==> src/rtl/rs_bank_pkg.sv <==
// Shared constants and types for the rs_flag_bank flag cells.
// MODE selects conflict resolution, EDGE selects level or rising-edge request sampling.
package rs_bank_pkg;

  localparam int unsigned RS_RDOM   = 0;
  localparam int unsigned RS_SDOM   = 1;
  localparam int unsigned RS_TOGGLE = 2;

  localparam int unsigned RS_LEVEL = 0;
  localparam int unsigned RS_EDGE  = 1;

  // Encoded as {set_ev, rst_ev} so the pair can be cast directly.
  typedef enum logic [1:0] {
    EvNone = 2'b00,
    EvRst  = 2'b01,
    EvSet  = 2'b10,
    EvBoth = 2'b11
  } rs_ev_e;

  function automatic logic resolve_conflict(int unsigned mode, logic q_cur);
    logic res;
    unique case (mode)
      RS_SDOM:   res = 1'b1;
      RS_TOGGLE: res = ~q_cur;
      default:   res = 1'b0;
    endcase
    return res;
  endfunction

endpackage

==> src/rtl/rs_cell.sv <==
// One set/reset flag channel: edge history, event decode, and complementary q/qn registers.
// rise flags a 0->1 transition of q on the coming edge; conflict flags a set/reset collision.
module rs_cell
  import rs_bank_pkg::*;
#(
  parameter int unsigned NR   = 2,
  parameter int unsigned MODE = RS_RDOM,
  parameter int unsigned EDGE = RS_LEVEL
) (
  input  logic          clk,
  input  logic          reset_n,
  input  logic          clr,
  input  logic          s,
  input  logic [NR-1:0] r,
  output logic          q,
  output logic          qn,
  output logic          rise,
  output logic          conflict
);

  logic   q_q, q_d;
  logic   qn_q;
  logic   s_d_q, rsum_d_q;
  logic   rsum;
  logic   set_ev, rst_ev;
  rs_ev_e ev;

  always_comb begin
    rsum   = |r;
    set_ev = (EDGE == RS_EDGE) ? (s & ~s_d_q) : s;
    rst_ev = (EDGE == RS_EDGE) ? (rsum & ~rsum_d_q) : rsum;
    ev     = rs_ev_e'({set_ev, rst_ev});
  end

  always_comb begin
    q_d = q_q;
    unique case (ev)
      EvSet:   q_d = 1'b1;
      EvRst:   q_d = 1'b0;
      EvBoth:  q_d = resolve_conflict(MODE, q_q);
      default: q_d = q_q;
    endcase
    if (clr) begin
      q_d = 1'b0;
    end
  end

  always_comb begin
    conflict = (ev == EvBoth) & ~clr;
    rise     = q_d & ~q_q;
  end

  // History keeps sampling through clr so edges stay relative to the real input.
  always_ff @(posedge clk or negedge reset_n) begin
    if (!reset_n) begin
      q_q      <= 1'b0;
      qn_q     <= 1'b1;
      s_d_q    <= 1'b0;
      rsum_d_q <= 1'b0;
    end else begin
      q_q      <= q_d;
      qn_q     <= ~q_d;
      s_d_q    <= s;
      rsum_d_q <= rsum;
    end
  end

  assign q  = q_q;
  assign qn = qn_q;

endmodule

==> src/rtl/rs_flag_bank.sv <==
// Bank of CH set/reset flag cells with a saturating conflict counter and an
// acknowledged rising-edge interrupt. clr overrides every other input.
module rs_flag_bank
  import rs_bank_pkg::*;
#(
  parameter int unsigned CH    = 4,
  parameter int unsigned NR    = 2,
  parameter int unsigned MODE  = RS_RDOM,
  parameter int unsigned EDGE  = RS_LEVEL,
  parameter int unsigned CNT_W = 8
) (
  input  logic             clk,
  input  logic             reset_n,
  input  logic [CH-1:0]    s,
  input  logic [CH*NR-1:0] r,
  input  logic             clr,
  input  logic             irq_ack,
  output logic [CH-1:0]    q,
  output logic [CH-1:0]    qn,
  output logic             irq,
  output logic [CH-1:0]    irq_src,
  output logic [CNT_W-1:0] conflict_cnt
);

  logic [CH-1:0]    rise;
  logic [CH-1:0]    conflict;
  logic [CH-1:0]    irq_src_q, irq_src_d;
  logic [CNT_W-1:0] cnt_q, cnt_d;

  for (genvar i = 0; i < CH; i++) begin : g_cell
    rs_cell #(
      .NR   (NR),
      .MODE (MODE),
      .EDGE (EDGE)
    ) u_cell (
      .clk      (clk),
      .reset_n  (reset_n),
      .clr      (clr),
      .s        (s[i]),
      .r        (r[i*NR +: NR]),
      .q        (q[i]),
      .qn       (qn[i]),
      .rise     (rise[i]),
      .conflict (conflict[i])
    );
  end

  // An ack drops only bits already pending; a rise in the same cycle survives.
  always_comb begin
    irq_src_d = irq_src_q;
    if (clr) begin
      irq_src_d = '0;
    end else if (irq_ack) begin
      irq_src_d = rise;
    end else begin
      irq_src_d = irq_src_q | rise;
    end
  end

  always_comb begin
    cnt_d = cnt_q;
    if (clr) begin
      cnt_d = '0;
    end else if ((|conflict) && (cnt_q != {CNT_W{1'b1}})) begin
      cnt_d = cnt_q + CNT_W'(1);
    end
  end

  always_ff @(posedge clk or negedge reset_n) begin
    if (!reset_n) begin
      irq_src_q <= '0;
      cnt_q     <= '0;
    end else begin
      irq_src_q <= irq_src_d;
      cnt_q     <= cnt_d;
    end
  end

  assign irq_src      = irq_src_q;
  assign irq          = |irq_src_q;
  assign conflict_cnt = cnt_q;

endmodule

==> config.mk <==
export PLATFORM = sky130hd
export DESIGN_NAME = rs_flag_bank
export DESIGN_NICKNAME = d
export VERILOG_FILES = /design/src/rtl/rs_bank_pkg.sv /design/src/rtl/rs_cell.sv /design/src/rtl/rs_flag_bank.sv
export SDC_FILE = /design/constraint.sdc
export NUM_CORES = 1
export LEC_CHECK = 0
export CAP_MARGIN = 10
export CORE_MARGIN = 2
export CORE_UTILIZATION = 30
export DETAILED_ROUTE_END_ITERATION = 12
export PLACE_DENSITY = 0.61
export SYNTH_ARGS = -nofsm -noshare
export SYNTH_HDL_FRONTEND = slang
export SYNTH_SLANG_ARGS = --single-unit
==> constraint.sdc <==
create_clock -name clk -period 2.01 [get_ports clk]
set_clock_uncertainty 0.05 [all_clocks]
set_input_delay 0.402 -clock clk [delete_from_list [all_inputs] [get_ports clk]]
set_output_delay 0.402 -clock clk [all_outputs]
set_load 0.01 [all_outputs]
==> impl_summary.log <==
[metrics] outcome: finished, final reports clean
[metrics] clock latency on the worst-skew pair: roughly 0.30 ns
[metrics] multi-input logic area: ~350 um2
[metrics] top cells by instance count after synthesis: sky130_fd_sc_hd__dfrtp_1, sky130_fd_sc_hd__buf_4, sky130_fd_sc_hd__nor2_1
[metrics] final antenna diode count: 0
[metrics] end of the worst register-to-register path: conflict_cnt[5]
[metrics] largest vdd supply drop: around 220 uV
[metrics] number of endpoints with negative hold slack in the final report: 0
[metrics] max-cap check violation count: 0
[metrics] critical path, cell by cell: or4_1 -> dlygate4sd2_1
[metrics] Final Wtd Congestion: approximately 0.90
[metrics] Yosys warning count: 0
[metrics] Mapped Nets: between 100 and 150
[metrics] instance count after placement with tap cells included: around 170
[metrics] required time worst endpoint: 1.56 ns
[metrics] fraction of the yosys area taken by sequential cells: a little over half
[metrics] area grow syn2layout: 41.7%
[metrics] leading area contributor after synthesis: sky130_fd_sc_hd__dfrtp_1
[metrics] depth of the CTS H-tree: 1
[metrics] final setup violation count: 0
[metrics] top cells by area, synth: sky130_fd_sc_hd__dfrtp_1, sky130_fd_sc_hd__dfstp_2, sky130_fd_sc_hd__buf_4, sky130_fd_sc_hd__or4_1, sky130_fd_sc_hd__nor4_1
[metrics] post-cts hold buffer count: 0
[metrics] number of iterations in the first detailed-routing pass: 2
[metrics] Leakage Power: about 0.54 nW
[metrics] post-layout worst setup margin: slightly below 0.05 ns
[metrics] Worst Setup Start Kind: flip-flop
[metrics] wire length of the first global-routing pass: between 3000 and 4000 um
[metrics] peak per-stage delay on the critical path: approximately 0.50 ns
[metrics] TritonCTS clock tree: built
[metrics] syn avg cell area: between 10 and 15 um2
[metrics] root buf cell: sky130_fd_sc_hd__clkbuf_4
[metrics] critical path capture point: irq
[metrics] detailed placer's ending HPWL: 1660 um
[metrics] Sequential cell area: ~500 um2
[metrics] predominant post-synthesis flop cell: sky130_fd_sc_hd__dfrtp_1
[metrics] CTS-repair resized insts: 1
[metrics] layout cells sized above 1: 11.8%
[metrics] Period minus WS final: roughly 2.0 ns
[metrics] critical path launch point: irq_src[2]
[metrics] pre-CTS worst setup slack: -0.112 ns
[metrics] worst hold path class: input pin to asynchronous set/reset pin
[metrics] type of the setup path with the least slack: flip-flop to output port
[metrics] most instantiated library cell after synthesis: sky130_fd_sc_hd__dfrtp_1
[metrics] Longest Clk Path Bufs: 2
[metrics] initial antenna violation count: 0
[metrics] achievable clock frequency: ~510 MHz
[metrics] worst-path maximum fanout: 3
[metrics] register-to-register path setup slack: 0.29 ns
[metrics] initial core utilization: around a third
[metrics] Max Slew Vio Count: 0
[metrics] vias per inst: 4.91
[metrics] Clk pin slew, worst setup/hold paths: roughly 0.11 ns
[metrics] total clock sinks: 20
[metrics] kind of cell with the highest combined delay on the critical path: simple AND/OR/NAND/NOR gates
[metrics] routed via count: 839
[metrics] Pwr per Cell Area: approximately 590 nW/um2
[metrics] Synth top area share: a little over two fifths
[metrics] total global routing track utilization: 12.5%
[metrics] crit share post-route: a little over nine tenths
[metrics] arrival time reported for the critical path endpoint: between 1.5 and 2 ns
[metrics] Slew HR: approximately 77%
[metrics] endpoint type of the worst setup path: output port
[metrics] highest-delay cell along the critical path: sky130_fd_sc_hd__or4_1
[metrics] post-route antenna net violation count: 0
[metrics] total stage count of the critical path: 2
[metrics] count of state elements after synthesis: 20
[metrics] Placement Rows: 20
[metrics] total wire length: around 2200 um
[metrics] number of buffers added on ports: 36
[metrics] number of enable-type register cells in the synthesized netlist: 0
[metrics] total negative slack: 0 ns
[metrics] number of buffers added by the clock tree synthesis step: 3
[metrics] area inside the core boundary: approximately 3000 um2
[metrics] overall overflow remaining after global route: 0
[metrics] post-synthesis instance total: 94
[metrics] share of synthesized registers carrying an async set or reset: 100%
[metrics] Netlist cell types: 25
[metrics] post-layout instance count excluding filler cells: around 170
[metrics] post-CTS setup buffer count: 0
[metrics] die width: ~60 um
[metrics] number of filler instances in the final layout: just under 300
[metrics] number of top-level pins: 37
[metrics] number of buffer and inverter instances along the worst setup path: 1
[metrics] Tightest Pin Transition: ~0.34 ns
[metrics] number of global-route vias before repair: roughly 770
[metrics] worst slack on hold paths: around 0.37 ns
[metrics] synthesized cell area: approximately 950 um2
[metrics] Wirelength per Cell: between 10 and 15 um
[metrics] maximum number of pins on one net before global-route repair: 21
[metrics] floorplan die height: between 60 and 70 um
[metrics] detailed-route DRC error count: 0
[metrics] R2R cell count: 5
[metrics] Iter 0 DRT Violations: 7
[metrics] beginning of the worst register-to-register path: conflict_cnt[0]
[metrics] unrepaired setup endpoints after global routing: no
[metrics] Die ar.: ~3600 um2
[metrics] nets@finish: approximately 150
power breakdown:
group / total [mW] / switching [mW] / internal (mW)
clock network: 0.235 / 0.124 / 0.110
registers: 0.433 / 0.0148 / 0.419
logic: 0.131 / 0.0561 / 0.0751
total: 0.799 / 0.195 / 0.604
area by class of cell:
type | instances | share of cell area [%]
Sequential cell | 20 | 37.4
Timing Repair Buffer | 39 | 28.2
Multi-Input combinational cell | 59 | 26.2
Tap cell | 44 | 4.07
Clock buffer | 4 | 2.69
Inverter | 5 | 1.39
per-layer routing:
| layer | track usage (%) | vias to the layer above | part of all wire (%) |
|---|---|---|---|
| li1 | - | 404 | - |
| met1 | 15.6 | 412 | 46 |
| met2 | 21.9 | 19 | 49 |
| met3 | 1.28 | 4 | 3.5 |
| met4 | 5.71 | 0 | 1.8 |
| met5 | 0 | - | 0 |
cells in the final DEF (no fill, tap or decap):
| cell type | count |
|---|---|
| sky130_fd_sc_hd__mux2i_1 | 1 |
| sky130_fd_sc_hd__nor2_2 | 1 |
| sky130_fd_sc_hd__o41ai_1 | 1 |
| sky130_fd_sc_hd__o21ai_1 | 2 |
| sky130_fd_sc_hd__buf_4 | 3 |
| sky130_fd_sc_hd__nand2b_1 | 2 |
| sky130_fd_sc_hd__clkdlybuf4s50_1 | 35 |
| sky130_fd_sc_hd__a21oi_1 | 5 |
| sky130_fd_sc_hd__nor4_1 | 5 |
| sky130_fd_sc_hd__dfrtp_1 | 16 |
| sky130_fd_sc_hd__inv_1 | 5 |
| sky130_fd_sc_hd__ha_1 | 1 |
| sky130_fd_sc_hd__clkbuf_4 | 3 |
| sky130_fd_sc_hd__o21ai_0 | 6 |
| sky130_fd_sc_hd__nand3_1 | 5 |
| sky130_fd_sc_hd__mux2_2 | 2 |
| sky130_fd_sc_hd__dlygate4sd2_1 | 1 |
| sky130_fd_sc_hd__nand4_1 | 1 |
| sky130_fd_sc_hd__dfstp_2 | 4 |
| sky130_fd_sc_hd__or4_1 | 6 |
| sky130_fd_sc_hd__o31ai_1 | 4 |
| sky130_fd_sc_hd__and4_4 | 1 |
| sky130_fd_sc_hd__nor2b_1 | 2 |
| sky130_fd_sc_hd__and3_1 | 1 |
| sky130_fd_sc_hd__nand2_1 | 5 |
| sky130_fd_sc_hd__clkbuf_8 | 1 |
| sky130_fd_sc_hd__nor2_1 | 8 |
logic make-up after synthesis:
| logic type | Yosys count | synth area share [%] |
|---|---|---|
| flip-flops | 20 | 53.0 |
| AO/OA/AOI/OAI | 18 | 10.9 |
| AND/OR/NAND/NOR | 37 | 21.5 |
| buffers and inverters | 15 | 9.84 |
| adder cells (fa/ha/maj) | 1 | 1.31 |
| multiplexers | 3 | 3.41 |
sequential cells by signal, summed over array words and instances, names as in the netlist:
signal	flops
irq_src	4
g_cell.u_cell.qn	4
g_cell.u_cell.q	4
conflict_cnt	8
stage by stage:
step | instance area (um2) | power [mW] | util (%)
after floorplan | 953 | 0.493 | -
after global placement | 1320 | 0.573 | 43.5
after detailed placement | 1320 | 0.576 | 43.5
after CTS | 1350 | 0.810 | 44.6
after global routing | 1350 | 0.841 | 44.6
final | 1350 | 0.799 | 44.6
worst register-to-register path: stages (launching register included):
cell and delay, ns:
sky130_fd_sc_hd__dfrtp_1 0.45, sky130_fd_sc_hd__ha_1 0.28, sky130_fd_sc_hd__nand4_1 0.12, sky130_fd_sc_hd__nor2_2 0.09
sky130_fd_sc_hd__nor4_1 0.27, sky130_fd_sc_hd__mux2_2 0.36
worst min-delay path by stage:
stage	slack [ns]	startpoint	endpoint
after floorplan	0.06	reset_n	conflict_cnt[0]
after global placement	0.42	g_cell[1].u_cell.q	irq_src[1]
after detailed placement	0.44	g_cell[1].u_cell.q	irq_src[1]
after CTS	0.37	reset_n	conflict_cnt[1]
after global routing	0.39	reset_n	conflict_cnt[1]
final	0.37	reset_n	conflict_cnt[1]
Note: power is estimated with default switching activity, not from simulation.
